<file path="src/rtl/laser_pkg.sv">
// Shared definitions for the multi-channel laser pulse generator:
// mode encodings, channel state enum and the cooldown counter width.
package laser_pkg;

  localparam logic [1:0] ONE_SHOT = 2'b00;
  localparam logic [1:0] RETRIG   = 2'b01;
  localparam logic [1:0] CANCEL   = 2'b10;

  localparam int COOL_W = 8;

  typedef enum logic [1:0] {
    IDLE,
    ON,
    COOL
  } chan_state_e;

  // Encoding 11 has no behaviour of its own and collapses onto one-shot.
  function automatic logic [1:0] norm_mode(input logic [1:0] m);
    return ((m == RETRIG) || (m == CANCEL)) ? m : ONE_SHOT;
  endfunction

endpackage

</file>
<file path="src/rtl/laser_chan.sv">
// One button/laser channel: edge-detected press starts a pulse of the
// latched duration, with one-shot / retrigger / cancel behaviour and cooldown.
module laser_chan
  import laser_pkg::*;
#(
  parameter int CNT_W    = 8,
  parameter int COOLDOWN = 0
) (
  input  logic             clk,
  input  logic             rst_n,
  input  logic             b,
  input  logic [CNT_W-1:0] duration,
  input  logic [1:0]       mode,
  output logic             xl,
  output logic             done
);

  localparam logic [COOL_W-1:0] COOL_LOAD = COOL_W'(COOLDOWN);

  chan_state_e       state;
  logic              prev_b;
  logic [CNT_W-1:0]  cnt;
  logic [CNT_W-1:0]  dur_q;
  logic [1:0]        mode_q;
  logic [COOL_W-1:0] cool_cnt;
  logic              press;

  assign press = b & ~prev_b;

  // cnt holds the cycles of XL still to come including the current one,
  // so the pulse ends on the edge where it reads 1; no wrap at all-ones.
  always_ff @(posedge clk) begin
    if (!rst_n) begin
      state    <= IDLE;
      prev_b   <= 1'b1;
      cnt      <= '0;
      dur_q    <= '0;
      mode_q   <= ONE_SHOT;
      cool_cnt <= '0;
      xl       <= 1'b0;
      done     <= 1'b0;
    end else begin
      prev_b <= b;
      done   <= 1'b0;
      case (state)
        IDLE: begin
          if (press && (duration != '0)) begin
            state  <= ON;
            xl     <= 1'b1;
            cnt    <= duration;
            dur_q  <= duration;
            mode_q <= norm_mode(mode);
          end
        end
        ON: begin
          if (press && (mode_q == RETRIG)) begin
            cnt <= dur_q;
          end else if ((press && (mode_q == CANCEL)) || (cnt == CNT_W'(1))) begin
            xl   <= 1'b0;
            done <= 1'b1;
            cnt  <= '0;
            if (COOL_LOAD == '0) begin
              state <= IDLE;
            end else begin
              state    <= COOL;
              cool_cnt <= COOL_LOAD;
            end
          end else begin
            cnt <= cnt - CNT_W'(1);
          end
        end
        COOL: begin
          if (cool_cnt == COOL_W'(1)) begin
            state <= IDLE;
          end else begin
            cool_cnt <= cool_cnt - COOL_W'(1);
          end
        end
        default: begin
          state <= IDLE;
          xl    <= 1'b0;
        end
      endcase
    end
  end

endmodule

</file>
<file path="src/rtl/laser_pulse_n.sv">
// Multi-channel laser pulse generator: CHANNELS independent laser_chan
// instances sharing the clock, reset, duration and mode inputs.
module laser_pulse_n
  import laser_pkg::*;
#(
  parameter int CHANNELS = 4,
  parameter int CNT_W    = 8,
  parameter int COOLDOWN = 0
) (
  input  logic                CLK,
  input  logic                Reset,
  input  logic [CHANNELS-1:0] B,
  input  logic [CNT_W-1:0]    Duration,
  input  logic [1:0]          Mode,
  output logic [CHANNELS-1:0] XL,
  output logic [CHANNELS-1:0] Done
);

  for (genvar i = 0; i < CHANNELS; i++) begin : g_chan
    laser_chan #(
      .CNT_W    (CNT_W),
      .COOLDOWN (COOLDOWN)
    ) u_chan (
      .clk      (CLK),
      .rst_n    (Reset),
      .b        (B[i]),
      .duration (Duration),
      .mode     (Mode),
      .xl       (XL[i]),
      .done     (Done[i])
    );
  end

endmodule

</file>
<file path="config.mk">
export PLATFORM = sky130hd
export DESIGN_NAME = laser_pulse_n
export DESIGN_NICKNAME = d
export VERILOG_FILES = /design/src/rtl/laser_pkg.sv /design/src/rtl/laser_chan.sv /design/src/rtl/laser_pulse_n.sv
export SDC_FILE = /design/constraint.sdc
export NUM_CORES = 1
export LEC_CHECK = 0
export CAP_MARGIN = 20
export CORE_MARGIN = 8
export CORE_UTILIZATION = 30
export CTS_CLUSTER_DIAMETER = 60
export DETAILED_ROUTE_END_ITERATION = 8
export HOLD_SLACK_MARGIN = 0.08
export PLACE_DENSITY = 0.5
export RECOVER_POWER = 25
export SYNTH_ARGS = -nofsm -noshare
export SYNTH_HDL_FRONTEND = slang
export SYNTH_SLANG_ARGS = --single-unit
</file>
<file path="constraint.sdc">
create_clock -name CLK -period 2.35 [get_ports CLK]
set_input_delay 0.47 -clock CLK [delete_from_list [all_inputs] [get_ports CLK]]
set_output_delay 0.47 -clock CLK [all_outputs]
set_load 0.005 [all_outputs]
</file>
# ---- Yosys cells after proc, flatten, opt, wreduce, memory -nomap -nowiden
# Cells that the tools add are included.
# W data, S select, Z words.
dict set report totals {
  output_inout_bits 8
  regBits 124
  input_bits 16
  word_cells 210
}
dict set report op_classes {
  addsub 8
  eq_ne 42
  n_mux 57
  reduce_logical 50
  n_bitwise 21
}
# op n
set ops {}
lappend ops {{$mux W8} 12}
lappend ops {{$eq A8 B1 Y1 const B} 8}
lappend ops {{$pmux W8 S2} 4}
lappend ops {{$sub A8 B1 Y8 const B} 8}
lappend ops {{$mux W2} 17}
lappend ops {{$reduce_and A4 Y1} 8}
lappend ops {{$ne A2 B1 Y1 const B} 12}
lappend ops {{$pmux W2 S3} 4}
lappend ops {{$reduce_and A2 Y1} 12}
lappend ops {{$eq A2 B1 Y1 const B} 9}
lappend ops {{$eq A2 B2 Y1 const B} 9}
lappend ops {{$not A1 Y1} 17}
lappend ops {{$mux W1} 16}
lappend ops {{$logic_and A1 B1 Y1} 12}
lappend ops {{$pmux W1 S3} 4}
lappend ops {{$reduce_or A3 Y1} 4}
lappend ops {{$logic_not A2 Y1} 4}
lappend ops {{$ne A2 B2 Y1 const B} 4}
lappend ops {{$reduce_bool A2 Y1} 4}
lappend ops {{$reduce_bool A8 Y1} 1}
lappend ops {{$logic_or A1 B1 Y1} 5}
lappend ops {{$and A1 B1 Y1} 4}

# ---- Longest topological paths before layout
# Gate-level depths: netlist of run 1.
dict set report depth {
  word_depth 7
  mapped_depth 7
  ltp_nobuf 6
}

# ---- By module
# From an unflattened synthesis of run 1, not the netlist that was laid out.
dict set report hier_totals {
  hier_cells 564
  hier_area_um2 4964.8
}
# module seq_area_each_um2 cells_per_inst area_per_inst_um2 n_inst
set by_module_without_submodules {}
lappend by_module_without_submodules {laser_chan 420.4 141 1241.2 4}

# ---- Worst setup path after synthesis of run 1
# Ideal clock, no wire load.
dict set report synth_timing {
  path_kind {input-to-reg}
  startpoint {in Duration[6]}
  endpoint {reg g_chan[0].u_chan.mode_q[1]}
  required_ns 2.280
  arrival_ns 1.879
  setup_ns 0.070
  path_buffers 3
  path_slack_ns 0.401
  path_stages 7
  path_cell_list {buf_2 > or4_1 > buf_2 > o21ai_4 > clkbuf_2 > o21ai_0 > a21oi_1}
}
dict set report synth_between {
  elab_chain_len 3
}
# item line_no
set synth_lines {}
lappend synth_lines {{from (decl)} laser_pulse_n.sv:13} ;# input logic [CNT_W-1:0] Duration,
lappend synth_lines {{$reduce_bool A8 Y1} laser_chan.sv:47} ;# if (press && (duration != '0)) begin
lappend synth_lines {{$logic_and A1 B1 Y1} laser_chan.sv:47}
lappend synth_lines {{$reduce_and A2 Y1 (no line)} --}
lappend synth_lines {{to (signal assigned)} laser_chan.sv:52} ;# mode_q <= norm_mode(mode);
lappend synth_lines {{to (decl)} laser_chan.sv:24} ;# logic [1:0] mode_q;
# No other way between the ends.
# A chain may end at the register's enable or synchronous reset.

# ---- Worst setup path in the final report of run 1
dict set report layout_timing {
  startpoint {in Duration[6]}
  endpoint {reg g_chan[2].u_chan.dur_q[5]}
}
dict set report layout_between {
  elab_chain_len 3
}
# item line_no
set layout_lines {}
lappend layout_lines {{$reduce_bool A8 Y1} laser_chan.sv:47}
lappend layout_lines {{$logic_and A1 B1 Y1} laser_chan.sv:47}
lappend layout_lines {{$reduce_and A2 Y1 (no line)} --}
lappend layout_lines {{to (signal assigned)} laser_chan.sv:51} ;# dur_q <= duration;
lappend layout_lines {{to (decl)} laser_chan.sv:23} ;# logic [CNT_W-1:0] dur_q;
# No other way between the ends.

==> reports/results.tsv, run 1 <==
metric	value	unit
status	finished, final reports clean	
timing.critical_path.max_delay_family	buffers and inverters	
grt_first_pass_wirelength	21910	um
max-slew-margin-rel	0.5625	
track_usage	0.1367	
synth_async_sr_flop_share	0	
synth_area_per_cell	8.282	um2
die_height	140.6	um
timing.final.setup_violations	0	
global_route.overflow_total	0	
start_util	0.3062	
netlist_area	4654	um2
maxClockFrequency	462.5	MHz
power.switching_fraction	0.2891	
worstPathRequired	2.63	ns
remaining_antenna_violation_count_after_routing	0	
worst_ep_arrival_time	2.44	ns
cts.sinks	84	
dieArea	19760	um2
cts_bufs_inserted	9	
layout.area.seq	1682	um2
timing.rr.start	g_chan[2].u_chan.cnt[1]$_SDFFE_PN0P_	
first_global_vias	4298	
number_of_enable_flip_flop_cells_after_synthesis	0	
post_cts.repair.setup_buffers	0	
p_switching	1.156	mW
cp-end-kind	flop	
worst_hold_startpoint	g_chan[3].u_chan.dur_q[5]$_SDFFE_PN0P_	
clk-insertion-delay-late	0.35	ns
max_cap_violations	0	
synth.ff_latch_count	84	
floorplan.io_pins	24	
drtIter0Drc	319	
crit_path_start	Duration[6]	
number_of_unique_standard_cell_types_used_by_synthesis	60	
final.min_clock_period	2.162	ns
finalCritPeriodShare	0.9200	
intPower	2.843	mW
synthesis.instances	562	
cts_root_buf	clkbuf_16	
cts-htree-levels	3	
clock_tree.buffer_depth	2	
crit_path_max_fanout	12	
leakagePower	2.100	nW
dr_total_vias	4327	
pwr-share-seq	0.412	
powerDensity	705.7	nW/um2
io_buffers	23	
number_of_nets_in_the_layout	630	
worst_path_largest_cell_delay	0.53	ns
report.power.total	3.999	mW
timing.hold.worst.class	reg -> reg	
number_of_antenna_violations_at_the_first_check_in_global_routing	0	
most_frequent_cell_on_the_critical_path	buf_4	
layout_common_cells	84 x dfxtp_1, 75 x nand2_1, 52 x buf_4, 39 x a21oi_1, 35 x o21ai_0	
comb_power_share	0.230	
detail_route.wirelength	13170	um
design.core.area	15200	um2
worst_ir_drop_vdd	0.0004602	V
placement.cell_area	5385	um2
tightest_slew	0.6549	ns
tritoncts	built	
design_area	5667	um2
synth.net_count	586	
sequence_of_cells_on_the_critical_path	clkdlybuf4s50_1 > or4_1 > buf_4 > o21ai_4 > buf_4 > o21ai_0 > a21oi_1	
finalClockSkew	0.003280	ns
dr_wl_cell	16.52	um
layout-drive-gt1-share	0.1379	
synth-main-ff-cell	dfxtp_1	
multi_input_area	2670	um2
n_antenna_cell	0	
crit_buf_inv	3	
finalHoldViolations	0	
most_common_library_cell_in_the_layout_ignoring_fill_and_taps	dfxtp_1	
fp.dieW	140.6	um
drt_pass1_iterations	4	
area_growth	21.75	%
crit_path_start_kind	input pin	
vias_per_cell	5.429	
worst_setup_hold_path_clk_slew	0.06	ns
synth_sequential_area_ratio	0.3613	
crit_type	in -> reg	
dp.final_hpwl	9200	um
row_cnt	45	
layout.filler_cells	1579	
clkPwrFrac	0.359	
crit_slowest_cell	or4_1	
maxSlewViolCount	0	
gpl.final_weighted_congestion	0.7925	
pin_count_of_the_biggest_net_entering_global_routing	65	
synth_warnings	0	
route.detailed.drc	0	
rsz_0062_raised_after_global_routing	false	
-- registers in the layout, indices dropped and copies added, names as in the netlist --
signal                flops
g_chan.u_chan.state       2
g_chan.u_chan.done        4
g_chan.u_chan.cnt        32
g_chan.u_chan.mode_q      8
g_chan.u_chan.dur_q      32
g_chan.u_chan.prev_b      4
g_chan.u_chan.xl          2
-- what timing repair did --
item                                    in CTS  in global routing
endpoints found under the hold margin        0                  0
endpoints found under the setup margin       0                  7
resized for setup                            0                  1
hold buffers                                 0                  0
-- area by class of cell --
| cell class | instances | area share |
|---|---|---|
| well taps | 188 | 0.04151 |
| multi-input cells | 413 | 0.4712 |
| repair buffers | 84 | 0.1298 |
| clock inverters | 2 | 0.006182 |
| flip-flops and latches | 84 | 0.2968 |
| inverters | 14 | 0.009274 |
| clock buffers | 12 | 0.04526 |
-- worst paths after layout --
check	end	slack, ns	cells after the start
setup / recovery	g_chan[2].u_chan.dur_q[5]$_SDFFE_PN0P_	0.19	7
hold / removal	g_chan[3].u_chan.dur_q[5]$_SDFFE_PN0P_	0.47	2
setup reg to reg	g_chan[2].u_chan.cnt[1]$_SDFFE_PN0P_	0.46	6
hold reg to reg	g_chan[3].u_chan.dur_q[5]$_SDFFE_PN0P_	0.47	2
-- per-stage QoR --
step	hold slack (ns)	util	setup slack (ns)	std cells	TNS, ns
2_1_floorplan	0.4509	-	0.4007	562	0
3_5_place_dp	0.4667	0.3542	-0.2212	783	-6.812
5_1_grt	0.4949	0.3728	0.04897	797	0
6_report	0.4727	0.3728	0.1880	797	0
4_1_cts	0.4754	0.3734	0.1321	797	0
3_3_place_gp	0.4617	0.3542	-0.2557	783	-5.345
-- kinds of logic (layout without fill, tap and decap cells) --
kind of cell	count (synthesis)	after routing	share of synthesized area
and+or+nand+nor	196	196	0.2215
AOI/OAI and AO/OA	183	183	0.2745
DFF	84	84	0.3613
buffers and inverters	65	112	0.06855
xor gates and xnor gates	13	13	0.02446
muxes	13	13	0.02823
adders and majority gates	8	8	0.02151
-- worst min-delay path, delay by kind of cell, from the launching register on --
kind / cells / cell delay (ns)
DFF: 1 / 0.30
AOI/OAI and AO/OA: 2 / 0.12
-- power groups by stage --
stage	combinational, mW	sequential (mW)	clock, mW
after floorplan	0.669	1.64	0
after detailed placement	0.916	1.68	0
after global placement	0.905	1.67	0
final	0.918	1.65	1.43
after CTS	0.925	1.65	1.48
after global routing	1.02	1.66	1.52
-- synthesized netlist by cell type, types with 11 or more instances --
cell type	n	share of area
o21ai_0	35	0.038
a21oi_1	39	0.042
nand2_1	75	0.060
nor2_1	27	0.022
nor3b_1	13	0.021
mux2i_1	12	0.026
dfxtp_1	84	0.36
nor3_1	25	0.027
a221oi_1	23	0.043
clkbuf_1	28	0.023
buf_4	11	0.018
inv_1	13	0.010
a311oi_1	12	0.023
-- per-layer routing --
metal	vias to the layer above	track usage	share of wire
met5	-	0	0
met2	60	0.2301	0.48
met1	2101	0.1697	0.47
li1	2156	-	-
met3	10	0.03466	0.043
met4	0	0.03676	0.011
(Power assumes the default switching activity.)
==> run 2: changes to the inputs <==
--- a/config.mk
+++ b/config.mk
@@ -5,7 +5,7 @@
 export SDC_FILE = /design/constraint.sdc
 export NUM_CORES = 1
 export LEC_CHECK = 0
-export CAP_MARGIN = 20
+export CAP_MARGIN = 30
 export CORE_MARGIN = 8
 export CORE_UTILIZATION = 30
 export CTS_CLUSTER_DIAMETER = 60
==> results of run 2 <==
Same layout as run 1: the final DEF is identical, and so are final timing and power.
